File: config.mk
export PLATFORM = sky130hd
export DESIGN_NAME = dot3_stream_accum_flat
export DESIGN_NICKNAME = d
export VERILOG_FILES = /design/src/rtl/dot3_stream_accum_if.sv /design/src/rtl/dot3_stream_accum.sv /design/src/flat_wrapper.sv
export SDC_FILE = /design/constraint.sdc
export NUM_CORES = 2
export LEC_CHECK = 0
export CORE_ASPECT_RATIO = 0.6
export CORE_UTILIZATION = 35
export CTS_CLUSTER_DIAMETER = 80
export DETAILED_ROUTE_END_ITERATION = 8
export HOLD_SLACK_MARGIN = 0.15
export PLACE_DENSITY_LB_ADDON = 0.25
export SKIP_LAST_GASP = 1
export SLEW_MARGIN = 20
export SYNTH_ARGS = -nofsm -noshare
export SYNTH_HDL_FRONTEND = slang
export SYNTH_SLANG_ARGS = --single-unit
File: constraint.sdc
create_clock -name clock -period 11.1 [get_ports clock]
set_input_delay 1.665 -clock clock [delete_from_list [all_inputs] [get_ports clock]]
set_output_delay 1.665 -clock clock [all_outputs]
set_load 0.01 [all_outputs]
File: src/rtl/dot3_stream_accum_if.sv
// Stream bundle for dot3_stream_accum.
// Sequencer side (master) drives one element pair per valid cycle;
// the accumulator side (slave) returns dot-product pulses and the
// partial-group error flag.
//   in_valid    : pair on in_a/in_b is sampled at this edge
//   in_first    : pair is element 0 of a new group (qualified by in_valid)
//   in_a, in_b  : signed fixed-point operands
//   out_valid   : one-cycle pulse, out_data/out_sat valid
//   out_data    : saturated dot product
//   out_sat     : result was clamped (only with out_valid)
//   err_partial : one-cycle pulse, a partial group was discarded
interface dot3_stream_accum_if #(
    parameter int WIDTH = 32
);
    logic             in_valid;
    logic             in_first;
    logic [WIDTH-1:0] in_a;
    logic [WIDTH-1:0] in_b;
    logic             out_valid;
    logic [WIDTH-1:0] out_data;
    logic             out_sat;
    logic             err_partial;

    modport master (
        output in_valid, in_first, in_a, in_b,
        input  out_valid, out_data, out_sat, err_partial
    );

    modport slave (
        input  in_valid, in_first, in_a, in_b,
        output out_valid, out_data, out_sat, err_partial
    );
endinterface

File: src/rtl/dot3_stream_accum.sv
// Serialized 3-element dot-product accumulator.
// Each valid pair (a_i, b_i) is multiplied, scaled back to QFRAC by an
// arithmetic right shift (floor), and summed in groups of three. One
// saturated result is emitted per completed group. Fully pipelined, one
// pair per cycle, no stalls.
// Ports:
//   clock : rising-edge clock
//   reset : synchronous, active-high
//   bus   : dot3_stream_accum_if slave modport (input pairs, result pulses)
module dot3_stream_accum #(
    parameter int WIDTH = 32,
    parameter int FRAC  = 16
) (
    input  logic                 clock,
    input  logic                 reset,
    dot3_stream_accum_if.slave   bus
);

    localparam int PROD_W = 2 * WIDTH;
    localparam int SHR_W  = 2 * WIDTH - FRAC;
    // Two guard bits cover the sum of three scaled products.
    localparam int ACC_W  = SHR_W + 2;

    // Scale a full-precision product back to QFRAC, rounding toward -inf.
    function automatic logic signed [SHR_W-1:0] scale_prod(input logic signed [PROD_W-1:0] p);
        return SHR_W'(p >>> FRAC);
    endfunction

    // Clamp the accumulator to WIDTH signed; returns {clamped, value}.
    function automatic logic [WIDTH:0] sat_clip(input logic signed [ACC_W-1:0] v);
        logic signed [ACC_W-1:0] max_v;
        logic signed [ACC_W-1:0] min_v;
        max_v = {{(ACC_W-WIDTH+1){1'b0}}, {(WIDTH-1){1'b1}}};
        min_v = {{(ACC_W-WIDTH+1){1'b1}}, {(WIDTH-1){1'b0}}};
        if (v > max_v)
            return {1'b1, 1'b0, {(WIDTH-1){1'b1}}};
        else if (v < min_v)
            return {1'b1, 1'b1, {(WIDTH-1){1'b0}}};
        else
            return {1'b0, v[WIDTH-1:0]};
    endfunction

    // Control state
    logic [1:0]              idx_q, idx_d;
    logic                    vld_p0_q, vld_p0_d;
    logic                    vld_p1_q, vld_p1_d;
    logic                    vld_p2_q, vld_p2_d;
    logic                    err_partial_q, err_partial_d;
    logic                    out_valid_q, out_valid_d;
    logic                    out_sat_q, out_sat_d;
    logic [WIDTH-1:0]        out_data_q, out_data_d;
    logic signed [ACC_W-1:0] acc_p2_q, acc_p2_d;

    // Datapath state (meaningful only when the matching valid bit is set)
    logic signed [WIDTH-1:0]  a_p0_q, a_p0_d;
    logic signed [WIDTH-1:0]  b_p0_q, b_p0_d;
    logic [1:0]               tag_p0_q, tag_p0_d;
    logic signed [PROD_W-1:0] prod_p1_q, prod_p1_d;
    logic [1:0]               tag_p1_q, tag_p1_d;
    logic [1:0]               tag_p2_q, tag_p2_d;

    logic [1:0]               tag_in;
    logic signed [PROD_W-1:0] a_ext;
    logic signed [PROD_W-1:0] b_ext;
    logic signed [SHR_W-1:0]  scaled;
    logic signed [ACC_W-1:0]  scaled_ext;
    logic [WIDTH:0]           clip;

    always_comb begin
        // ---- stage p0: tag and register the incoming pair ----
        tag_in        = bus.in_first ? 2'd0 : idx_q;
        idx_d         = idx_q;
        err_partial_d = 1'b0;
        if (bus.in_valid) begin
            idx_d         = (tag_in == 2'd2) ? 2'd0 : tag_in + 2'd1;
            // A forced restart while mid-group abandons the earlier pairs;
            // they never reach tag 2, so no result is produced for them.
            err_partial_d = bus.in_first && (idx_q != 2'd0);
        end
        vld_p0_d = bus.in_valid;
        a_p0_d   = bus.in_a;
        b_p0_d   = bus.in_b;
        tag_p0_d = tag_in;

        // ---- stage p1: full-precision product ----
        a_ext     = a_p0_q;
        b_ext     = b_p0_q;
        prod_p1_d = a_ext * b_ext;
        vld_p1_d  = vld_p0_q;
        tag_p1_d  = tag_p0_q;

        // ---- stage p2: scale and accumulate ----
        scaled     = scale_prod(prod_p1_q);
        scaled_ext = {{2{scaled[SHR_W-1]}}, scaled};
        acc_p2_d   = acc_p2_q;
        if (vld_p1_q)
            acc_p2_d = (tag_p1_q == 2'd0) ? scaled_ext : acc_p2_q + scaled_ext;
        vld_p2_d = vld_p1_q;
        tag_p2_d = tag_p1_q;

        // ---- stage p3: saturate and emit on the last element ----
        // acc_p2_q is read here in the same cycle a new group may load it,
        // so the result is captured before being overwritten.
        clip        = sat_clip(acc_p2_q);
        out_valid_d = vld_p2_q && (tag_p2_q == 2'd2);
        out_data_d  = out_valid_d ? clip[WIDTH-1:0] : out_data_q;
        out_sat_d   = out_valid_d && clip[WIDTH];
    end

    always_ff @(posedge clock) begin
        if (reset) begin
            idx_q         <= '0;
            vld_p0_q      <= 1'b0;
            vld_p1_q      <= 1'b0;
            vld_p2_q      <= 1'b0;
            err_partial_q <= 1'b0;
            out_valid_q   <= 1'b0;
            out_sat_q     <= 1'b0;
            out_data_q    <= '0;
            acc_p2_q      <= '0;
        end else begin
            idx_q         <= idx_d;
            vld_p0_q      <= vld_p0_d;
            vld_p1_q      <= vld_p1_d;
            vld_p2_q      <= vld_p2_d;
            err_partial_q <= err_partial_d;
            out_valid_q   <= out_valid_d;
            out_sat_q     <= out_sat_d;
            out_data_q    <= out_data_d;
            acc_p2_q      <= acc_p2_d;
        end
    end

    always_ff @(posedge clock) begin
        a_p0_q    <= a_p0_d;
        b_p0_q    <= b_p0_d;
        tag_p0_q  <= tag_p0_d;
        prod_p1_q <= prod_p1_d;
        tag_p1_q  <= tag_p1_d;
        tag_p2_q  <= tag_p2_d;
    end

    assign bus.out_valid   = out_valid_q;
    assign bus.out_data    = out_data_q;
    assign bus.out_sat     = out_sat_q;
    assign bus.err_partial = err_partial_q;

endmodule

File: src/flat_wrapper.sv
// flat-port wrapper written by rule: the top's interface ports become plain ports
module dot3_stream_accum_flat 
#(
    parameter int WIDTH = 32,
    parameter int FRAC  = 16
)
  (clock, reset, bus_in_valid, bus_in_first, bus_in_a, bus_in_b, bus_out_valid, bus_out_data, bus_out_sat, bus_err_partial);
  dot3_stream_accum_if #(.WIDTH(WIDTH)) bus_i ();
  input  logic clock;
  input  logic reset;
  input wire logic [$bits(bus_i.in_valid)-1:0] bus_in_valid;
  input wire logic [$bits(bus_i.in_first)-1:0] bus_in_first;
  input wire logic [$bits(bus_i.in_a)-1:0] bus_in_a;
  input wire logic [$bits(bus_i.in_b)-1:0] bus_in_b;
  output wire logic [$bits(bus_i.out_valid)-1:0] bus_out_valid;
  output wire logic [$bits(bus_i.out_data)-1:0] bus_out_data;
  output wire logic [$bits(bus_i.out_sat)-1:0] bus_out_sat;
  output wire logic [$bits(bus_i.err_partial)-1:0] bus_err_partial;
  assign bus_i.in_valid = bus_in_valid;
  assign bus_i.in_first = bus_in_first;
  assign bus_i.in_a = bus_in_a;
  assign bus_i.in_b = bus_in_b;
  assign bus_out_valid = bus_i.out_valid;
  assign bus_out_data = bus_i.out_data;
  assign bus_out_sat = bus_i.out_sat;
  assign bus_err_partial = bus_i.err_partial;
  dot3_stream_accum #(.WIDTH(WIDTH), .FRAC(FRAC)) u_core (.clock(clock), .reset(reset), .bus(bus_i));
endmodule
### After elaboration in Yosys (flattened, before gate mapping)

Cells that the tools add are included.
Widths: inputs -> output; s select.

* $add $sub $neg: 2
* $mul: 1
* order comparisons: 2
* eq/ne operators: 2
* multiplexer cells: 5
* bitwise gates (word level): 1
* reduce and logical (&&, ||, !) cells: 6

Operators by type and width (number)
* $mux 33: 2
* $mul 32x32->64: 1
* $add 50x48->50: 1
* $gt 50x32->1 const B: 1
* $lt 50x32->1 const B: 1
* $mux 50: 1
* $eq 2x2->1 const B: 2
* $mux 2: 2
* $logic_and 1x1->1: 3
* $add 2x1->2 const B: 1
* $logic_not 2->1: 1
* $reduce_bool 2->1: 1
* $reduce_or 2->1: 1
* $not 1->1: 1

* bits in registers: 224
* input bits: 68
* output and inout bits: 35
* word-level logic and storage cells: 34

### Depth between registers and ports, before layout

* word-level depth: 4
* gate-level depth with buffers: 28
* mapped depth without buffers: 26

### Least setup slack after synthesis

OpenSTA, ideal clock, no wires.

* path kind: flip-flop to flip-flop
* from: register u_core.a_p0_q[31]
* to: register u_core.prod_p1_q[63]
* library setup time: 0.121 ns
* arrival: 7.597 ns
* required time: 10.979 ns
* setup slack: 3.382 ns
* cell stages (with the launch flop): 27
* path buffers: 2
* period minus slack after synthesis: 7.718 ns
* cells stage by stage: dfxtp_1 > clkbuf_1 > nand2_1 > inv_1 > fa_1 > inv_1 > fa_1 > inv_1 > fa_1 > fa_1 > inv_1 > fa_1 > inv_1 > fa_1 > inv_1 > fa_1 > inv_1 > fa_1 > ha_1 > clkbuf_1 > and2_1 > nand3_1 > or4_1 > nor4_1 > a21oi_1 > o21ba_2 > xnor2_1

* cells in the longest elaborated chain, start to end: 1

RTL lines
* start, declared: RTL line dot3_stream_accum.sv:55 `logic signed [WIDTH-1:0] a_p0_q, a_p0_d;`
* start signal, assigned: RTL line dot3_stream_accum.sv:135 `a_p0_q <= a_p0_d;`
* $mul 32x32->64: RTL line dot3_stream_accum.sv:88 `prod_p1_d = a_ext * b_ext;`
* via u_core.prod_p1_d[63]: RTL line dot3_stream_accum.sv:58 `logic signed [PROD_W-1:0] prod_p1_q, prod_p1_d;`
* end signal, assigned: RTL line dot3_stream_accum.sv:138 `prod_p1_q <= prod_p1_d;`
* end, declared: RTL line dot3_stream_accum.sv:58

The timed path passes the listed nets, and every way through them passes these cells.
A chain may end at the register's enable or synchronous reset.

### Worst setup path in the final report

* from: register u_core.b_p0_q[5]
* to: register u_core.prod_p1_q[61]

* cells in the longest elaborated chain, start to end: 1

RTL lines
* start, declared: RTL line dot3_stream_accum.sv:56 `logic signed [WIDTH-1:0] b_p0_q, b_p0_d;`
* start signal, assigned: RTL line dot3_stream_accum.sv:136 `b_p0_q <= b_p0_d;`
* $mul 32x32->64: RTL line dot3_stream_accum.sv:88
* via u_core.prod_p1_d[61]: RTL line dot3_stream_accum.sv:58

The timed path passes the listed nets, and every way through them passes these cells.

==> impl_metrics.json <==
{
  "status": "complete, but fails checks",
  "violations": "design-rule violations",
  "crit_required_ps": 11610,
  "slew_headroom": 0.257,
  "h-tree-depth": 1,
  "nets": 6159,
  "multi_input_area_mm2": 0.0361,
  "yosys.area_share.xor_xnor": 0.0166,
  "rsz0062_at_grt": "no",
  "min_to": "u_core.tag_p1_q[1]",
  "rows": 101,
  "synthArstFlopShare": 0,
  "clk_latency_ps": 680,
  "core_mm2": 0.127,
  "synth_nets": 6221,
  "place_ws_ps": 2370,
  "postRouteAntennaNets": 0,
  "synthSimpleGateAreaFrac": 0.170,
  "post-route-period-util": 0.792,
  "clockBufferDepth": 3,
  "cts_tree": "built",
  "worstSetupPathType": "register to register",
  "setup_viol_count_final": 0,
  "io_pins": 103,
  "worst_setup_path_end_kind": "register",
  "synthAdderAreaFrac": 0.546,
  "wl_mm": 139,
  "drtPass1Iterations": 9,
  "layout-drive-gt1-share": 0.0325,
  "drt_iter0_markers": 2603,
  "slew_violations": 0,
  "setup_ws_ps": 2300,
  "report.final.hold_viol_count": 0,
  "die_x_um": 464,
  "cts_resized": 0,
  "avgSynthCellArea_um2": 9.27,
  "ctsHoldBuffers": 0,
  "ff2ff_setup_slack_ps": 2300,
  "die_area_mm2": 0.130,
  "antenna_found_initial": 2,
  "start_util": 0.354,
  "cts_inserted_buffers": 31,
  "drcViolationCount": 16,
  "synth_cell_type_count": 80,
  "clk_pin_slew_worst_paths_ps": 60,
  "synth-main-ff-cell": "dfxtp_1",
  "postCtsSetupBuffers": 0,
  "regArea_mm2": 0.00419,
  "yosysWarnings": 0,
  "vias_per_cell": 4.95,
  "grt_overflow": 0,
  "worstPathArrival_ps": 9310,
  "worst_slew_pin_slew_ps": 1110,
  "r2r_start": "u_core.b_p0_q[5]",
  "maxCapViolCount": 0,
  "grt_pass1_wl_mm": 216,
  "period_minus_slack_ps": 8800,
  "max_freq_mhz": 114,
  "syn-cell-area_mm2": 0.0449,
  "synth_top_family_by_area": "adder cells",
  "cts_sinks": 208,
  "synth-compound-area-share": 0.0671,
  "grt_use_total": 0.220,
  "die_y_um": 279,
  "skew_ps": 43.2,
  "wire_per_inst_um": 21.4,
  "fillers": 12700,
  "min_from": "u_core.tag_p0_q[1]",
  "grt_max_degree": 91,
  "gp_congestion": 0.896,
  "io_buffers": 102,
  "worst_setup_path_start_kind": "register",
  "fin_setup_tns_ps": 0,
  "root_buffer": "clkbuf_16",
  "area_growth_pct": 8.27,
  "timing.rr.end": "u_core.prod_p1_q[61]",
  "reg2regPathDepth": 27,
  "synth-seq-area-share": 0.0928,
  "syn_inst": 4842,
  "first_global_vias": 34200,
  "vias": 32200,
  "worstHoldPathType": "register to register",
  "ys_ff_latch": 208,
  "synth-edff-count": 0,
  "min_path_cells": 0,
  "post-dp-hpwl_mm": 112,
  "synthMuxAreaShare": 0.00321,
  "worstPathMaxFanout": 15
}
==> worst max-delay path, cell delays in order (launching register included) <==
cell	delay (ps)
dfxtp_1	650
buf_4	360
nand2_1	170
inv_1	130
fa_1	390
inv_1	230
fa_1	470
inv_1	230
fa_1	510
fa_1	840
inv_1	390
fa_1	580
inv_1	60
fa_1	520
inv_1	50
fa_1	480
inv_1	50
fa_1	460
ha_1	370
a21o_1	230
a21o_1	180
a21oi_1	290
o21bai_1	100
a21o_1	180
a21oi_1	240
nor2_1	80
a311oi_1	260
o311ai_1	130
==> kinds of logic after synthesis <==
logic type,after synthesis
adders and majority gates,1311
and+or+nand+nor,1530
AOI/OAI and AO/OA,450
buffers and inverters,1244
muxes,14
DFF,208
xor gates and xnor gates,85
==> synthesized netlist by cell type (11+ instances only) <==
| cell type | count | area, um^2 |
|---|---|---|
| a311oi_1 | 29 | 254 |
| clkbuf_1 | 245 | 920 |
| nand3_1 | 36 | 180 |
| a31oi_1 | 16 | 100 |
| dfxtp_1 | 208 | 4160 |
| a21oi_1 | 130 | 651 |
| or3_1 | 14 | 87.6 |
| xor2_1 | 28 | 245 |
| o21a_1 | 13 | 97.6 |
| xnor2_1 | 57 | 499 |
| nand4_1 | 29 | 181 |
| o211ai_1 | 11 | 82.6 |
| a21o_1 | 57 | 428 |
| nor2b_1 | 42 | 263 |
| mux2i_1 | 11 | 110 |
| o21bai_1 | 15 | 113 |
| nor4_1 | 11 | 68.8 |
| nand2_1 | 611 | 2290 |
| ha_1 | 229 | 2870 |
| inv_1 | 990 | 3720 |
| o21ai_0 | 75 | 375 |
| nor2_1 | 148 | 556 |
| and2_1 | 517 | 3230 |
| nand2b_1 | 20 | 125 |
| nor3_1 | 57 | 285 |
| fa_1 | 1082 | 21700 |
| a211oi_1 | 17 | 128 |
==> layer usage <==
metal,global-route usage,part of all wire,vias up
met1,0.349,0.51,16500
met2,0.260,0.34,1270
met3,0.112,0.14,65
met4,0.0227,0.0099,0
met5,0,0,-
li1,-,-,14400
==> area by class of cell <==
| type | instances | share of cell area |
|---|---|---|
| Clock inverter | 19 | 0.00499 |
| Tap cell | 1699 | 0.0437 |
| Timing Repair Buffer | 159 | 0.0297 |
| Antenna cell | 1 | 0.0000515 |
| Inverter | 990 | 0.0765 |
| Clock buffer | 38 | 0.0167 |
| Multi-Input combinational cell | 3390 | 0.742 |
| Sequential cell | 208 | 0.0862 |
==> registers in the layout, indices dropped and copies added, names as in the netlist <==
name and flops:
u_core.a_p0_q 32, u_core.acc_p2_q 50, u_core.b_p0_q 32, u_core.bus.err_partial 1, u_core.bus.out_data 32, u_core.bus.out_sat 1
u_core.bus.out_valid 1, u_core.idx_q 2, u_core.prod_p1_q 48, u_core.tag_p0_q 2, u_core.tag_p1_q 2, u_core.tag_p2_q 2
u_core.vld_p0_q 1, u_core.vld_p1_q 1, u_core.vld_p2_q 1
==> cells in the final DEF (no fill, tap or decap), types with 13 or more instances in the layout <==
cell                n
or3_1              14
xnor2_1            57
nand3_1            36
nor3_1             57
o21bai_1           15
fa_1             1082
dfxtp_1           191
o21ai_0            75
a21o_1             57
o21a_1             13
clkdlybuf4s50_1   101
nor2_1            146
nand2b_1           20
a21oi_1           130
a211oi_1           17
xor2_1             28
and2_1            517
nand2_1           611
clkbuf_16          31
a311oi_1           29
ha_1              229
dfxtp_2            16
nor2b_1            42
buf_4              57
nand4_1            29
inv_1             990
a31oi_1            16
==> how the worst max path moves through the flow <==
stage,start,endpoint,slack [ps]
global placement,u_core.b_p0_q[5],u_core.prod_p1_q[61],2540
detailed placement,u_core.b_p0_q[0],u_core.prod_p1_q[61],2370
floorplan,u_core.a_p0_q[31],u_core.prod_p1_q[63],3380
finish,u_core.b_p0_q[5],u_core.prod_p1_q[61],2300
CTS,u_core.b_p0_q[1],u_core.prod_p1_q[61],2350
global route,u_core.b_p0_q[0],u_core.prod_p1_q[60],1770
==> per-stage QoR <==
stage           util  hold WS (ps)  instance area [um^2]  cells
6_report       0.383           335                 48600   6504
3_3_place_gp   0.375           323                 47500   6446
2_1_floorplan      -           310                 44900   4842
3_5_place_dp   0.375           320                 47500   6446
4_1_cts        0.383           338                 48600   6503
5_1_grt        0.383           340                 48600   6503
Power is not shown: default switching activity piles up to over one toggle a cycle in this logic, so the estimate is an artifact.
